$ cat config.mk
export PLATFORM = sky130hd
export DESIGN_NAME = scancode_scheduler
export DESIGN_NICKNAME = d
export VERILOG_FILES = /design/src/rtl/scancode_scheduler.sv
export SDC_FILE = /design/constraint.sdc
export NUM_CORES = 1
export LEC_CHECK = 0
export ABC_AREA = 1
export CORE_MARGIN = 4
export CORE_UTILIZATION = 39
export CTS_CLUSTER_DIAMETER = 50
export DETAILED_ROUTE_END_ITERATION = 6
export GPL_TIMING_DRIVEN = 1
export SLEW_MARGIN = 10
export SYNTH_ARGS = -nofsm -noshare
export SYNTH_HDL_FRONTEND = slang
export SYNTH_SLANG_ARGS = --single-unit
$ cat constraint.sdc
create_clock -name vga_clk -period 2.2 [get_ports vga_clk]
set_input_delay 0.44 -clock vga_clk [delete_from_list [all_inputs] [get_ports vga_clk]]
set_output_delay 0.44 -clock vga_clk [all_outputs]
set_load 0.05 [all_outputs]
$ cat src/rtl/scancode_scheduler.sv
// ============================================================================
// Module   : scancode_scheduler
// Brief    : Strips PS/2 break/extended prefixes, queues make codes and
//            releases at most one per frame_tick as a flag pulse.
//            Optional feature macro: SCANCODE_REPEAT_FILTER_EN
// Revision : 1.0 - initial release
// ============================================================================
`default_nettype none

module scancode_scheduler #(
  parameter int FIFO_DEPTH = 4,
  parameter int AW         = 2
) (
  input  logic          vga_clk,
  input  logic          reset,
  input  logic          rx_valid,
  input  logic [7:0]    rx_data,
  input  logic          frame_tick,
  input  logic          clr_ovf,
  output logic          flag,
  output logic [7:0]    scancode,
  output logic [AW:0]   fifo_level,
  output logic          overflow
);

  typedef enum logic [1:0] {
    S_IDLE    = 2'd0,
    S_BRK     = 2'd1,
    S_EXT     = 2'd2,
    S_EXT_BRK = 2'd3
  } state_t;

  state_t          r_state;
  state_t          w_state_nxt;
  logic            w_make;
  logic            r_push_pend;
  logic [7:0]      r_push_data;
  logic [7:0]      r_mem [FIFO_DEPTH];
  logic [AW-1:0]   r_wr_ptr;
  logic [AW-1:0]   r_rd_ptr;
  logic [AW:0]     r_count;
  logic            w_full;
  logic            w_pop;
  logic            w_push_req;
  logic            w_push;
  logic            w_drop_full;

  always_comb begin
    w_state_nxt = r_state;
    w_make      = 1'b0;
    if (rx_valid) begin
      case (r_state)
        S_IDLE: begin
          if (rx_data == 8'hF0)
            w_state_nxt = S_BRK;
          else if (rx_data == 8'hE0)
            w_state_nxt = S_EXT;
          else if (rx_data != 8'h00 && rx_data != 8'hFF)
            w_make = 1'b1;
        end
        S_BRK:   w_state_nxt = S_IDLE;
        S_EXT:   w_state_nxt = (rx_data == 8'hF0) ? S_EXT_BRK : S_IDLE;
        default: w_state_nxt = S_IDLE;
      endcase
    end
  end

  always_ff @(posedge vga_clk or posedge reset) begin
    if (reset) begin
      r_state     <= S_IDLE;
      r_push_pend <= 1'b0;
      r_push_data <= 8'h00;
    end else begin
      r_state     <= w_state_nxt;
      r_push_pend <= w_make;
      if (w_make)
        r_push_data <= rx_data;
    end
  end

`ifdef SCANCODE_REPEAT_FILTER_EN
  logic [7:0] r_held;
  logic       w_release;

  assign w_release  = rx_valid && (r_state == S_BRK);
  assign w_push_req = r_push_pend && (r_push_data != r_held);

  // Held code follows accepted pushes; a matching break clears it.
  always_ff @(posedge vga_clk or posedge reset) begin
    if (reset)
      r_held <= 8'h00;
    else if (w_release && rx_data == r_held)
      r_held <= 8'h00;
    else if (w_push)
      r_held <= r_push_data;
  end
`else
  assign w_push_req = r_push_pend;
`endif

  assign w_full      = (r_count == (AW+1)'(FIFO_DEPTH));
  assign w_pop       = frame_tick && (r_count != '0);
  assign w_push      = w_push_req && (!w_full || w_pop);
  assign w_drop_full = w_push_req && w_full && !w_pop;

  always_ff @(posedge vga_clk) begin
    if (w_push)
      r_mem[r_wr_ptr] <= r_push_data;
  end

  always_ff @(posedge vga_clk or posedge reset) begin
    if (reset) begin
      r_wr_ptr <= '0;
      r_rd_ptr <= '0;
      r_count  <= '0;
      flag     <= 1'b0;
      scancode <= 8'h00;
      overflow <= 1'b0;
    end else begin
      flag <= w_pop;
      if (w_push)
        r_wr_ptr <= r_wr_ptr + AW'(1);
      if (w_pop) begin
        r_rd_ptr <= r_rd_ptr + AW'(1);
        scancode <= r_mem[r_rd_ptr];
      end
      case ({w_push, w_pop})
        2'b10:   r_count <= r_count + (AW+1)'(1);
        2'b01:   r_count <= r_count - (AW+1)'(1);
        default: r_count <= r_count;
      endcase
      if (w_drop_full)
        overflow <= 1'b1;
      else if (clr_ovf)
        overflow <= 1'b0;
    end
  end

  assign fifo_level = r_count;

endmodule

`default_nettype wire

### Word-level counts from Yosys, hierarchy flattened

Memory sizes are Yosys's and may differ from the RTL's. A register that Yosys moved wholly into a read port is not among the register bits.
Cells that the tools add are included.

| cells by class | value |
|---|---|
| add/sub/neg operators | 4 |
| equal/unequal tests | 8 |
| multiplexer cells | 14 |
| reduce and logical (&&, ||, !) cells | 14 |

Operator list:

| operator | count |
|---|---|
| 8-bit == test, second input constant | 2 |
| 1-bit 2-to-1 mux | 9 |
| 8-bit != test, second input constant | 1 |
| 8-bit nonzero test | 1 |
| 2-bit 2-to-1 mux | 3 |
| 3-bit case mux with 2 select lines | 1 |
| 1-bit logical AND | 5 |
| 2-bit by 1-bit adder with 2-bit output, second input constant | 2 |
| 2-bit == test, second input constant | 2 |
| 2-bit case mux with 2 select lines | 1 |
| 2-bit nonzero test | 2 |
| 3-bit by 1-bit adder with 3-bit output, second input constant | 1 |
| 3-bit == test, second input constant | 1 |
| 3-bit != test, second input constant | 1 |
| 3-bit nonzero test | 1 |
| 3-bit by 1-bit subtractor with 3-bit output, second input constant | 1 |
| 2-bit by 1-bit == test with 1-bit output, second input constant | 1 |
| 1-bit zero test | 2 |
| 2-bit zero test | 1 |
| 2-bit AND reduction | 1 |
| 1-bit logical OR | 1 |

| word-level totals | value |
|---|---|
| register bits | 20 |
| RAM bits | 32 |
| input bits | 13 |
| output and inout bits | 13 |
| logic and storage cells | 49 |
| memories kept | 1 |

Memory list:

| memory | depth | bits a word | rd ports | clocked after Yosys merged registers in | write ports | line | text |
|---|---|---|---|---|---|---|---|
| r_mem | 4 | 8 | 1 | 1 | 1 | 38 | `logic [7:0] r_mem [FIFO_DEPTH];` |

### Depth between registers and ports, before layout

| logic depth | value |
|---|---|
| word-level depth | 7 |
| depth in mapped cells | 11 |

### Least setup slack after synthesis

Ideal clock, no wire load.

| path | value |
|---|---|
| path type | reg2reg |
| start | register r_count[2] (netlist: fifo_level[2]) |
| end | register r_count[2] (netlist: fifo_level[2]) |
| library setup time | 113 ps |
| arrival | 1,720 ps |
| required time | 2,087 ps |
| slack | 367 ps |
| stages on the path, launching flop included | 11 |
| clock period less this slack | 1,833 ps |
| cell sequence | dfrtp_1 > inv_1 > nand2_1 > nand3_1 > fa_1 > inv_1 > nand3_1 > nand2_1 > nand3_1 > nand2_1 > inv_1 |

| on the way | value |
|---|---|
| cells in the longest elaborated chain, start to end | 6 |
| elaborated cells on any way between the ends | 12 |
| classes of those cells | 2 x add/sub; 3 x eq/ne; 1 x mux; 6 x reduce/logical |

Ends and longest elaborated chain:

| item | line | text |
|---|---|---|
| start: declaration | 41 | `logic [AW:0] r_count;` |
| start signal: assignment | 128 | `2'b10: r_count <= r_count + (AW+1)'(1);` |
| start signal: assignment | 129 | `2'b01: r_count <= r_count - (AW+1)'(1);` |
| start signal: assignment | 130 | `default: r_count <= r_count;` |
| 3-bit == test / 3-bit nonzero test (equally long branches) | 101, 102 |  |
| 1-bit zero test / 1-bit logical AND (equally long branches) | 103, 102 |  |
| 1-bit logical OR | 103 | `assign w_push = w_push_req && (!w_full \|\| w_pop);` |
| 1-bit logical AND | 103 |  |
| 2-bit by 1-bit == test with 1-bit output / 2-bit == test (equally long branches) | 127 | `case ({w_push, w_pop})` |
| 3-bit case mux with 2 select lines / 2-bit nonzero test (equally long branches) | n/a |  |

Parallel ways exist; a longest one is shown, timed or not.
A chain may end at the register's enable or synchronous reset.

### Worst setup path after layout

| path | value |
|---|---|
| start | register r_count[0] (netlist: fifo_level[0]) |
| end | output fifo_level[0] |

RTL lines:

| item | line | text |
|---|---|---|
| end: declaration | 22 | `output logic [AW:0] fifo_level,` |

No word-level cell between the ends.

==> impl_metrics.prom <==
# TYPE chip_impl_metric gauge
chip_impl_info{name="status",value="completed"} 1
chip_impl_info{name="critPathCaptureType",value="primary output"} 1
chip_impl_info{name="mostFrequentLayoutCell",value="nor2_1"} 1
chip_impl_metric{name="static_leakage_power",unit="nW"} 1.344
chip_impl_metric{name="finalWorstSetupSlack",unit="ns"} 0.2049
chip_impl_metric{name="wl_per_cell",unit="um"} 11.35
chip_impl_info{name="ordered_list_of_cells_on_the_worst_path",value="clkdlybuf4s50_1"} 1
chip_impl_metric{name="place_congestion",unit=""} 0.7799
chip_impl_info{name="hold_path_class",value="in2async"} 1
chip_impl_metric{name="max_stage_delay",unit="ns"} 0.82
chip_impl_metric{name="hpwlAfterDp",unit="um"} 3169
chip_impl_metric{name="detailedPlace.worstSlack",unit="ns"} 0.1750
chip_impl_metric{name="cts_post_setup_buffers_inserted",unit=""} 0
chip_impl_info{name="tritoncts",value="done"} 1
chip_impl_info{name="worst_setup_path_start_kind",value="flop"} 1
chip_impl_metric{name="placement.io_buffers",unit=""} 25
chip_impl_metric{name="drt-initial-drc-count",unit=""} 53
chip_impl_metric{name="post-route-drc-count",unit=""} 0
chip_impl_metric{name="die_w",unit="um"} 89.65
chip_impl_metric{name="clock.fmax",unit="MHz"} 501.2
chip_impl_metric{name="setup_total_negative_slack",unit="ns"} 0
chip_impl_info{name="worst_path_top_cell_family_by_delay",value="buffers and inverters"} 1
chip_impl_metric{name="totalWireLength",unit="um"} 4257
chip_impl_metric{name="std_cell_rows",unit=""} 29
chip_impl_info{name="top_layer",value="met4"} 1
chip_impl_metric{name="core_area",unit="um2"} 6422
chip_impl_metric{name="clk_transition_reported_paths",unit="ns"} 0.06
chip_impl_metric{name="syn_inst",unit=""} 257
chip_impl_metric{name="groute.usage.overall",unit="%"} 12.57
chip_impl_metric{name="post_cts_resize_count",unit=""} 0
chip_impl_metric{name="finish.cell_count_without_fillers",unit=""} 375
chip_impl_metric{name="fin_worst_skew",unit="ns"} 0.008085
chip_impl_metric{name="timing.max_slew.rel_slack",unit="%"} 66.46
chip_impl_metric{name="place.detailed.instances",unit=""} 360
chip_impl_metric{name="setup_viol",unit=""} 0
chip_impl_metric{name="synth_seq_cells",unit=""} 60
chip_impl_info{name="grt_setup_unrepaired",value="false"} 1
chip_impl_metric{name="finalHoldViolations",unit=""} 0
chip_impl_metric{name="met2_length",unit="um"} 1904
chip_impl_metric{name="timing_worst_slew_pin_value",unit="ns"} 0.5015
chip_impl_metric{name="shortest_period_the_worst_path_allows",unit="ns"} 1.995
chip_impl_info{name="final_cell_mix",value="nor2_1 (59), nand2_1 (43), edfxtp_1 (32), dfrtp_1 (28), clkdlybuf4s50_1 (25)"} 1
chip_impl_metric{name="drt-pass1-iter-count",unit=""} 4
chip_impl_metric{name="ant_nets",unit=""} 0
chip_impl_metric{name="tritoncts.num_buffers",unit=""} 9
chip_impl_metric{name="die_area",unit="um2"} 8037
chip_impl_metric{name="maxCapViolCount",unit=""} 0
chip_impl_metric{name="via_count",unit=""} 1724
chip_impl_metric{name="chipHeight",unit="um"} 89.65
chip_impl_metric{name="numClockSinks",unit=""} 60
chip_impl_metric{name="via_per_inst",unit=""} 4.597
chip_impl_metric{name="fin_area",unit="um2"} 3123
chip_impl_info{name="ctsRootBufferMaster",value="clkbuf_8"} 1
chip_impl_metric{name="ys_warnings",unit=""} 0
chip_impl_info{name="worstSetupPathType",value="reg2out"} 1
chip_impl_metric{name="yosys.cell_types.count",unit=""} 23
chip_impl_metric{name="grt_antenna_before_repair",unit=""} 0
chip_impl_metric{name="cts_max_level",unit=""} 3
chip_impl_metric{name="post_synth.cell_area_avg",unit="um2"} 10.12
chip_impl_metric{name="synth_seq_area_share",unit="%"} 63.91
chip_impl_metric{name="peakVddDrop",unit="mV"} 0.3197
chip_impl_metric{name="proportion_of_layout_cells_with_a_drive_suffix_above_1",unit="%"} 10.74
chip_impl_metric{name="critical_path_arrival",unit="ns"} 1.56
chip_impl_metric{name="diodes",unit=""} 0
chip_impl_metric{name="globalRoute.totalOverflow",unit=""} 0
chip_impl_metric{name="met1_length",unit="um"} 2080
chip_impl_metric{name="critPathRequiredTime",unit="ns"} 1.76
chip_impl_metric{name="layout.nets",unit=""} 312
chip_impl_metric{name="grt_max_degree",unit=""} 29
chip_impl_metric{name="fin_crit_sh",unit="%"} 90.68
chip_impl_metric{name="clkLatencyLatePin",unit="ns"} 0.32
chip_impl_metric{name="initial_core_util",unit="%"} 40.48
chip_impl_metric{name="grt_first_pass_wirelength",unit="um"} 7659
chip_impl_metric{name="post_synth_instance_area",unit="um2"} 2600
chip_impl_metric{name="area_delta_synth_final",unit="%"} 20.12
chip_impl_metric{name="worst-path-buf-inv",unit=""} 1
chip_impl_metric{name="worst-r2r-setup-slack",unit="ns"} 0.59
chip_impl_metric{name="power.density",unit="nW/um2"} 1383
chip_impl_metric{name="vias_in_the_first_global_route",unit=""} 1701
chip_impl_metric{name="critPathMaxFanout",unit=""} 4
chip_impl_metric{name="net_count_of_the_mapped_netlist",unit=""} 275
chip_impl_metric{name="io_pins",unit=""} 26
chip_impl_metric{name="cts_hold_repair.buffers",unit=""} 0
chip_impl_metric{name="detailroute.wirelength.met3",unit="um"} 198
chip_impl_metric{name="cts.path.max_buffers",unit=""} 2
chip_impl_info{name="critical_path.slowest_cell",value="clkdlybuf4s50_1"} 1
chip_impl_metric{name="postPlaceCellArea",unit="um2"} 2954
chip_impl_metric{name="slew_viol_final",unit=""} 0
-- metal layers --
| metal | track usage, % | vias to the layer above |
|---|---|---|
| met5 | 0 | - |
| met2 | 19.08 | 31 |
| li1 | - | 913 |
| met3 | 4.380 | 5 |
| met1 | 16.77 | 775 |
| met4 | 4.465 | 0 |
-- sequential cells by signal (all words and copies together), names as in the netlist --
register     flops
r_state          2
r_push_data      8
r_mem           32
scancode         8
flag             1
r_push_pend      1
overflow         1
fifo_level       3
r_wr_ptr         2
r_rd_ptr         2
-- power breakdown --
part	leakage (nW)	internal (W)	switching [W]
Clock	0.0893	0.000461	0.000378
Sequential	0.627	0.00163	0.000238
Combinational	0.628	0.000555	0.00106
Total	1.34	0.00264	0.00168
-- worst paths after layout --
kind	cells after the start	endpoint	startpoint
setup / recovery	1	fifo_level[0]	fifo_level[0]$_DFFE_PP0P_
hold / removal	3	overflow$_DFFE_PP0P_	reset
setup reg to reg	10	fifo_level[2]$_DFFE_PP0P_	fifo_level[0]$_DFFE_PP0P_
hold reg to reg	2	r_state[0]$_DFFE_PP0P_	r_state[0]$_DFFE_PP0P_
max in group asynchronous	3	r_push_data[1]$_DFFE_PP0P_	reset
min in group vga_clk	2	r_state[0]$_DFFE_PP0P_	r_state[0]$_DFFE_PP0P_
-- area by class of cell --
cell class	count	area, um2
Clock buffer	13	158.9
Clock inverter	2	10.01
Fill cell	590	3299
Inverter	26	97.59
Multi-Input combinational cell	165	795.8
Sequential cell	60	1662
Tap cell	77	96.34
Timing Repair Buffer	32	302.8
-- per-stage QoR --
step | utilization [%] | total power, W | hold WS, ns
2_1_floorplan | - | 0.003043 | 0.4641
3_3_place_gp | 46.00 | 0.003482 | 0.4856
3_5_place_dp | 46.00 | 0.003529 | 0.4956
4_1_cts | 48.63 | 0.004375 | 0.4787
5_1_grt | 48.63 | 0.004684 | 0.5081
6_report | 48.63 | 0.004319 | 0.4746
-- logic make-up after synthesis --
kind of cell,count (synthesis),synth area share [%]
xor+xnor,2,0.6738
simple gates,130,21.41
flops,60,63.91
fa+ha+maj,5,2.695
buf+inv,32,5.486
compound gates,28,5.823
-- Yosys cell counts (all sizes together) --
library cell,n,area share [%]
nor2,64,10
nand2,48,7.6
edfxtp,32,37
dfrtp,28,27
inv,26,3.8
o21ai,18,3.5
nand3,17,3.3
a31oi,8,1.9
buf,5,1.5
ha,4,1.9
xor2,2,0.67
a21oi,1,0.19
clkbuf,1,0.19
fa,1,0.77
nand4,1,0.24
o22ai,1,0.24
(Power assumes the default switching activity.)
